==> src/rtl/register_file_8x16.sv <==
// 8-entry register file: two combinational read ports, one edge-triggered write port, debug write counter.
// Reads have zero latency; writes land on the rising edge; no backpressure (always ready).
module register_file_8x16 #(
  parameter int WIDTH   = 16,
  parameter bit R0_ZERO = 1'b1,
  parameter bit BYPASS  = 1'b0
) (
  input  logic             CLK,
  input  logic             RST_N,
  input  logic             CLR,
  input  logic             WE,
  input  logic [2:0]       WA,
  input  logic [WIDTH-1:0] WD,
  input  logic [2:0]       RA1,
  input  logic [2:0]       RA2,
  output logic [WIDTH-1:0] RD1,
  output logic [WIDTH-1:0] RD2,
  output logic [7:0]       WCOUNT
);

  logic [WIDTH-1:0] regs [8];
  logic [7:0]       wcount;
  logic             wr_commit;

  // A write to R0 is dropped entirely when R0 is hardwired, so it neither stores nor counts.
  assign wr_commit = WE && !(R0_ZERO && (WA == 3'd0));

  always_ff @(posedge CLK or negedge RST_N) begin
    if (!RST_N) begin
      for (int i = 0; i < 8; i++) regs[i] <= '0;
      wcount <= 8'd0;
    end else if (CLR) begin
      for (int i = 0; i < 8; i++) regs[i] <= '0;
      wcount <= 8'd0;
    end else if (wr_commit) begin
      // Per-entry compare keeps an unresolved WA from touching any entry.
      for (int i = 0; i < 8; i++) begin
        if (WA == i[2:0]) regs[i] <= WD;
      end
      wcount <= wcount + 8'd1;
    end
  end

  always_comb begin
    RD1 = regs[RA1];
    if (R0_ZERO && (RA1 == 3'd0)) RD1 = '0;
    if (BYPASS && wr_commit && !CLR && (RA1 == WA)) RD1 = WD;
  end

  always_comb begin
    RD2 = regs[RA2];
    if (R0_ZERO && (RA2 == 3'd0)) RD2 = '0;
    if (BYPASS && wr_commit && !CLR && (RA2 == WA)) RD2 = WD;
  end

  assign WCOUNT = wcount;

endmodule

==> config.mk <==
export PLATFORM = sky130hd
export DESIGN_NAME = register_file_8x16
export DESIGN_NICKNAME = d
export VERILOG_FILES = /design/src/rtl/register_file_8x16.sv
export SDC_FILE = /design/constraint.sdc
export NUM_CORES = 1
export LEC_CHECK = 0
export CAP_MARGIN = 25
export CORE_UTILIZATION = 62
export CTS_CLUSTER_DIAMETER = 50
export DETAILED_ROUTE_END_ITERATION = 12
export GPL_TIMING_DRIVEN = 0
export PLACE_DENSITY = 0.95
export SYNTH_ARGS = -nofsm -noshare
export SYNTH_HDL_FRONTEND = slang
export SYNTH_SLANG_ARGS = --single-unit
==> constraint.sdc <==
create_clock -name CLK -period 3.9 [get_ports CLK]
set_clock_uncertainty 0.1 [all_clocks]
set_input_delay 0.39 -clock CLK [delete_from_list [all_inputs] [get_ports CLK]]
set_output_delay 0.39 -clock CLK [all_outputs]
set_load 0.005 [all_outputs]
==> impl_metrics.py <==
metrics = {
    "run_status": {
        "outcome": "completed",
    },
    "synthesis": {
        "syn-num-nets": 762,
        "synthArstFlopShare_pct": 100,
        "ys_top_cells_by_count": "244 x nand2_1, 129 x a21oi_1, 120 x dfrtp_1",
        "synth_top_area_share_pct": 44.3,
        "yosys.cell_types.count": 35,
        "synth_top_cell_by_area": "dfrtp_1",
        "synthTopCellsByArea": "dfrtp_1 44%, nand2_1 14%, mux4_2 11%, a21oi_1 9.5%, mux2_2 5.5%",
        "yosysMostFrequentCell": "nand2_1",
        "synth_edf_count": 0,
        "yosysWarnings": 0,
        "seq_area_frac_synth_pct": 44.3,
        "synth_seq_cells": 120,
        "synthFlopType": "dfrtp_1",
        "syn_area_um2": 6780,
        "syn_area_per_cell_um2": 9.26,
        "syn_inst": 732,
    },
    "timing": {
        "drv_slew": 0,
        "min_period_ns": 2.89,
        "max_slew_margin_pct": 49.4,
        "tightestPinTransition_ns": 0.760,
        "fmax_mhz": 346,
        "hold_viol_final": 0,
        "whs_ns": 0.284,
        "rsz0062_at_grt": "false",
        "finalCritPeriodShare_pct": 74.2,
        "setup_viol": 0,
    },
    "layout": {
        "drive_above_1_share_pct": 17.7,
        "stdcell_count": 966,
        "n_fill_cell": 611,
        "final_nets": 847,
        "antenna_cells": 0,
        "syn_to_final_growth_pct": 20.9,
    },
    "placed_design": {
        "gp_congestion": 0.904,
        "hpwl_um": 15300,
        "dp.cells": 933,
        "io_buffers": 64,
    },
    "critical_path": {
        "arrival_ns": 2.40,
        "worstPathMaxFanout": 10,
        "r2r_end": "WCOUNT[7]",
        "path_buf_inv": 3,
        "cp_cell_sequence": "clkdlybuf4s50_1 > clkbuf_1 > a221oi_1 > a21oi_1 > clkdlybuf4s50_1",
        "r2r-start": "WCOUNT[2]",
        "critical_path_class": "primary input to primary output",
        "critical_path.startpoint_type": "primary input",
        "crit_path_end_kind": "primary output",
        "cp_slowest_cell": "clkdlybuf4s50_1",
        "r2r_slack_ns": 2.07,
        "cp_data_required_time_ns": 3.41,
        "critPathMaxStageDelay_ns": 0.61,
        "path_common_cell": "clkdlybuf4s50_1",
        "crit_family": "buffers and inverters",
        "ff2ff_path_depth": 3,
    },
    "cts": {
        "clkSlewWorstSetupHoldPaths_ns": 0.06,
        "htreeDepth": 4,
        "post_cts_buffers": 0,
        "cts_sinks": 120,
        "insertion_delay_ns": 0.52,
        "clockBufferDepth": 2,
        "cts-root-buf": "clkbuf_8",
        "numCtsBuffers": 17,
        "cts_tree": "built",
    },
    "global_route": {
        "antenna_found_initial": 0,
        "grt_use_total_pct": 42.1,
        "grt_max_degree": 67,
        "gr-total-overflow": 0,
        "grt_first_pass_wirelength_um": 35400,
        "first_global_vias": 6711,
    },
    "floorplan": {
        "die_h_um": 107,
        "num_io_pins": 69,
        "row_count": 37,
        "dieArea_um2": 11400,
        "start_util_pct": 64.8,
        "die_x_um": 107,
        "fp.coreArea_um2": 10500,
    },
    "drt": {
        "first_pass_iters": 11,
        "wl_um": 22900,
        "drtIter0Drc": 896,
        "detail-route-antenna-nets": 0,
        "avgRoutedWirePerCell_um": 23.7,
        "vias": 6641,
        "avgViaCountPerCell": 6.87,
        "drc": 0,
    },
    "pwr": {
        "power_leakage_nw": 3.28,
        "peakVddDrop_mv": 0.272,
        "powerDensity_nw_per_um2": 385,
    },
    "hold_path": {
        "hold_path.class": "primary input to async pin",
    },
    "run": {
        "max_cap_viol_count": 0,
    },
}
==> stage by stage <==
step	utilization, %	instance area [µm²]	power [mW]	setup WS [ns]	setup TNS [ns]
5_1_grt	78.3	8190	3.22	1.02	0
2_1_floorplan	-	6780	1.48	1.97	0
3_3_place_gp	72.6	7590	1.64	-2.04	-244.43
3_5_place_dp	72.8	7620	1.66	1.14	0
4_1_cts	78.3	8190	3.13	1.10	0
6_report	78.3	8190	3.15	1.01	0
==> power breakdown <==
part | leakage (nW) | switching [mW] | internal (mW) | total [mW]
Combinational | 1.34 | 0.223 | 0.139 | 0.363
Clock | 0.279 | 0.613 | 0.884 | 1.50
Sequential | 1.66 | 0.0231 | 1.27 | 1.29
Total | 3.28 | 0.859 | 2.29 | 3.15
==> cells in the final DEF (no fill, tap or decap), types with 3 or more instances in the layout <==
master,instances
buf_4,10
a21oi_1,129
nand4b_1,3
clkbuf_8,3
mux2_2,33
buf_6,9
nor2_1,4
o21ai_0,21
and4b_1,3
a22oi_1,19
clkinv_4,6
mux4_2,32
buf_1,4
nor2b_1,3
o31ai_1,3
clkbuf_1,20
clkinv_2,3
nand2_1,244
a221oi_1,13
clkdlybuf4s50_1,63
inv_1,15
nand4bb_1,3
dfrtp_1,120
clkbuf_16,16
clkbuf_2,4
buf_2,22
==> routing by layer <==
layer  routed length, µm  share of wire, %  global-route usage (%)  up-vias
li1                    -                 -                       -     2724
met3                3190                14                    13.1      124
met2               10700                47                    65.3      609
met4                1060               4.6                    23.2        0
met5                   0                 0                       0        -
met1                7930                35                    52.8     3184
==> worst max-delay path by stage <==
stage                start        end  slack, ns  cells after the start
global route        RA1[2]     RD1[3]       1.02                      5
finish              RA1[2]     RD1[3]       1.01                      5
CTS                 RA1[2]     RD1[3]       1.10                      5
detailed placement  RA1[2]     RD1[3]       1.14                      5
global placement     RST_N  regs[104]      -2.04                      1
floorplan           RA2[0]    RD2[11]       1.97                      5
==> cell type report <==
type,count,area [µm²],area share [%]
clock inverters,13,123,1.50
well taps,136,170,2.08
repair buffers,66,679,8.29
plain buffers,68,385,4.70
flip-flops and latches,120,3000,36.6
inverters,15,56.3,0.687
multi-input cells,529,3340,40.7
clock buffers,19,442,5.39
==> registers in the layout (all words and copies together) (netlist names) <==
register and count:
WCOUNT 8, regs 112
==> logic make-up (layout without fill, tap and decap cells) <==
logic type | Yosys count | count (layout) | share of synthesized area [%]
AO/OA/AOI/OAI | 186 | 186 | 15.4
XOR/XNOR | 2 | 2 | 0.258
adder cells (fa/ha/maj) | 1 | 1 | 0.185
buffers and inverters | 83 | 181 | 6.51
flip-flops | 120 | 120 | 44.3
multiplexers | 66 | 66 | 16.3
AND/OR/NAND/NOR | 274 | 274 | 17.1
==> timing repair <==
item,4_1_cts,5_1_grt
hold buffers,1,0
gates resized for setup,0,0
hold endpoints to repair,54,0
Note: power is estimated with default switching activity, not from simulation.
==> RTL edit 1: new RTL, config.mk and constraints unchanged <==
Set the parameter `WIDTH` to 32 (it was 16).
--- a/src/rtl/register_file_8x16.sv
+++ b/src/rtl/register_file_8x16.sv
@@ -3,3 +3,3 @@
 module register_file_8x16 #(
-  parameter int WIDTH   = 16,
+  parameter int WIDTH   = 32,
   parameter bit R0_ZERO = 1'b1,
Interface: changed (resized RD1, RD2 and WD); port bits go from 69 to 117. The function was not compared with the original's and may differ.
==> RTL edit 1 against the unedited design <==
- sequential power grew 94%
- cell count increased by 91%
- via count rose by 100%
- worst setup slack lost 0.78 ns
- register-to-register slack better by 0.25 ns
- utilization shrank 2.4 points
- routed wire length up 110%
- final area increased by 88%
- non-clock buffer count up 113
- sequential cell count is 112 higher
- power grew 93%
- synthesized area rose by 90%
- critical path type unchanged
- highest routed layer unchanged
==> RTL edit 1: results (changes against the unedited design) <==
stage,metric,value,unit,change
run_status,status,completed,,
place,I/O Buffers,112,,+75%
routing,Iter 0 DRT Violations,2217,,+150%
sta,Tightest Pin Transition,0.855,ns,+0.0951 ns
sta,WHS,0.201,ns,-0.0829 ns
setup_path,worst r2r path cells,4,,+1
synthesis,list of most frequent post-synthesis cells,"nand2_1 (498), a21oi_1 (243), dfrtp_1 (232)",,
routing,Routed WL per cell,25.6,um,+8.0%
global_route,met1 Use GR,0.529,,+0.00136
clock_tree,H-tree Lvls,1,,-3
setup_path,slowest CP cell,buf_1,,
synthesis,syn nets,1450,,+90%
clock_tree,maximum clock path buffer count,3,,+1
cells_and_area,area of the multi-input gates,0.00633,mm2,+90%
routing,WL met3,8340,um,+160%
clock_tree,total CTS buffers,28,,+11
synthesis,"Seq/Total Area, Yosys",0.452,,+0.00883
cells_and_area,max FFs per register,224,,+100%
global_route,grt met2 use,0.661,,+0.00823
setup_path,CP startpoint,RA1[0],,
clock_tree,CTS root buffer,clkbuf_16,,
cells_and_area,Layout fillers,1237,,+100%
routing,Routed met2 length,20300,um,+89%
routing,drt pass-1 iters,13,,+2
clock_tree,Clock Latency Late Sink,0.56,ns,+0.04 ns
synthesis,synth top area cells,"dfrtp_1 (45%), nand2_1 (15%), mux4_2 (11%)",,
global_route,routing usage on met3,0.199,,+0.0678
## RTL edit 1: changes by cell type after synthesis, moves of 20 or more
cell / before / now
a21oi_1: 129 / 243
buf_2: 22 / 42
nand2_1: 244 / 498
mux2_2: 33 / 64
clkbuf_1: 20 / 59
dfrtp_1: 120 / 232
a22oi_1: 19 / 49
mux4_2: 32 / 64
## RTL edit 1: cell type report
class,instances,share of cell area
Timing Repair Buffer,115,0.0773
Multi-Input combinational cell,1024,0.411
Clock buffer,34,0.0516
Clock inverter,18,0.0147
Buffer,132,0.0429
Inverter,16,0.00390
Tap cell,270,0.0219
Sequential cell,232,0.377
## RTL edit 1: power breakdown
part	switching, mW	internal [mW]	total [mW]
Combinational	0.453	0.240	0.692
Sequential	0.0433	2.46	2.50
Clock	1.15	1.73	2.89
## RTL edit 1: how the worst max path moves through the flow
stage                      to  slack [ns]  depth (start not counted)
finish                 RD1[0]        0.23                          7
floorplan              RD1[0]        2.00                          5
global route           RD1[0]        0.25                          7
global placement    regs[195]       -7.35                          1
detailed placement     RD1[0]        0.49                          7
CTS                    RD1[0]        0.49                          7
## RTL edit 1: cells by family (layout without fill, tap and decap cells)
kind of cell / Yosys count / in the layout / synth area share
adders and majority gates: 1 / 1 / 0.000973
muxes: 130 / 130 / 0.170
DFF: 232 / 232 / 0.452
xor gates and xnor gates: 2 / 2 / 0.00136
AOI/OAI and AO/OA: 363 / 363 / 0.156
and+or+nand+nor: 528 / 528 / 0.164
buffers and inverters: 148 / 315 / 0.0561
## RTL edit 1: critical path: cells and delay by family
family                 cells  cell delay [ns]
AOI/OAI and AO/OA          2             0.55
buffers and inverters      5             2.22
==> RTL edit 2: new RTL, same flow settings <==
Made on the original files. Make the reset (`RST_N`) synchronous in one clocked block.
--- a/src/rtl/register_file_8x16.sv
+++ b/src/rtl/register_file_8x16.sv
@@ -27,3 +27,3 @@
 
-  always_ff @(posedge CLK or negedge RST_N) begin
+  always_ff @(posedge CLK) begin
     if (!RST_N) begin
Function: differs if RST_N is asserted again (counterexample within 4 cycles, from zero or initial values and one cycle with RST_N low); with RST_N held inactive, the same outputs for 4 cycles.
==> RTL edit 2 against the unedited design <==
- final area shrank 4.8%
- count of clock-buffer cells in the layout up 4
- power up 9.5%
- routed wire length down 18%
- global-route usage decreased by 5.3 points
- worst setup slack got worse by 0.13 ns
- synthesized area down 5.6%
- utilization grew 0.42 points
- sequential cell count stayed put
- hold slack better by 0.091 ns
- critical path type unchanged
- highest routed layer unchanged
==> RTL edit 2: results (changes against the unedited design) <==
stage,metric,value,unit,change
global_route,vias in the first global route,5161,,-23%
cells_and_area,Nets,605,,-29%
setup_path,reg-to-reg startpoint,WCOUNT[0],,
synthesis,ys flop type,edfxtp_1,,
synthesis,synth top area cells,"edfxtp_1 (53%), and2_1 (11%), mux4_2 (11%)",,
min_path,worst hold path type,reg2reg,,
synthesis,xor/xnor share of the synthesized area,0.00274,,+0.000154
setup_path,max incr delay on CP,0.63,ns,+0.02 ns
global_route,largest net degree at the start of global routing,17,,-75%
run_status,status,completed,,
place,GP Congestion,0.913,,+0.97%
routing,drt pass-1 iters,7,,-4
routing,vias per cell,6.97,,+1.4%
synthesis,syn nets,522,,-31%
routing,Routed WL per cell,26.2,um,+10%
setup_path,slowest CP cell,clkbuf_1,,
synthesis,asr flop ratio synth,0,,-1.00
synthesis,post-synthesis mux area share,0.168,,+0.00520
place,placed insts,689,,-26%
synthesis,"EDFF count, synth",112,,+112
power,leakage,2.91,nW,-11%
global_route,total global routing track utilization,0.368,,-0.0529
cells_and_area,share of cells above drive strength 1,0.207,,+0.0304
synthesis,synth unique cells,41,,+17%
synthesis,Syn Area/Cell,13.0,um2,+40%
global_route,first-pass GRT wire length,28700,um,-19%
place,dpl hpwl,11500,um,-25%
synthesis,Synth Area in Adders,0.00196,,+0.000110
setup_path,Arrival @ worst endpoint,2.54,ns,+0.14 ns
power,VDD IR max,0.364,mV,+34%
setup_path,worst r2r path cells,4,,+1
synthesis,list of most frequent post-synthesis cells,"and2_1 (112), edfxtp_1 (112), mux4_2 (30)",,
cells_and_area,Reg with most FFs,regs,,
cells_and_area,Finished Layout Cells,721,,-25%
place,DP Area,0.00724,mm2,-5.0%
clock_tree,Clock Latency Late Sink,0.54,ns,+0.02 ns
routing,Iter 0 DRT Violations,678,,-24%
sta,max_slew headroom,0.290,,-0.204
place,I/O Buffers,62,,-3.1%
synthesis,post-synthesis compound-gate area fraction,0.0872,,-0.0671
setup_path,CP startpoint,RA1[1],,
synthesis,"Seq/Total Area, Yosys",0.551,,+0.108
[RTL edit 2: worst paths after layout]
kind / end / slack [ns]
setup reg to reg: WCOUNT[6] / 2.45
hold reg to reg: WCOUNT[7] / 0.38
setup / recovery: RD1[4] / 0.87
hold / removal: WCOUNT[7] / 0.38
[RTL edit 2: area by class of cell]
type	instances	area, um2
sequential	120	3520
multi-input combinational	331	2690
fill	508	2110
timing repair buffer	64	651
clock buffer	23	467
buffer	34	179
tap	133	166
clock inverter	9	97.6
inverter	7	26.3
[RTL edit 2: kinds of logic (layout without fill, tap and decap cells)]
group / count (synthesis) / count (layout)
and+or+nand+nor: 174 / 174
DFF: 120 / 120
AOI/OAI and AO/OA: 88 / 88
muxes: 66 / 66
buffers and inverters: 41 / 137
xor gates and xnor gates: 2 / 2
adders and majority gates: 1 / 1
[RTL edit 2: metrics by stage]
step | setup WS [ns] | util | hold WS, ns
2_1_floorplan | 1.50 | - | 0.359
3_3_place_gp | 0.0424 | 0.725 | 0.354
3_5_place_dp | 0.954 | 0.730 | 0.373
4_1_cts | 0.981 | 0.787 | 0.380
5_1_grt | 0.879 | 0.787 | 0.405
6_report | 0.875 | 0.787 | 0.375
[RTL edit 2: metal layers]
metal,part of all wire,track usage
met1,0.34,0.431
met2,0.48,0.570
met3,0.13,0.135
met4,0.052,0.245
met5,0,0
[RTL edit 2: report_power, final]
part	total (mW)	internal [mW]	switching, mW
Sequential	1.52	1.48	0.0413
Clock	1.53	0.953	0.573
Combinational	0.410	0.195	0.215
Total	3.45	2.63	0.829
[RTL edit 2: critical path, delay by kind of cell]
| family | cells | cell delay (ns) |
|---|---|---|
| simple gates | 1 | 0.19 |
| compound gates | 2 | 0.57 |
| buf+inv | 3 | 1.37 |
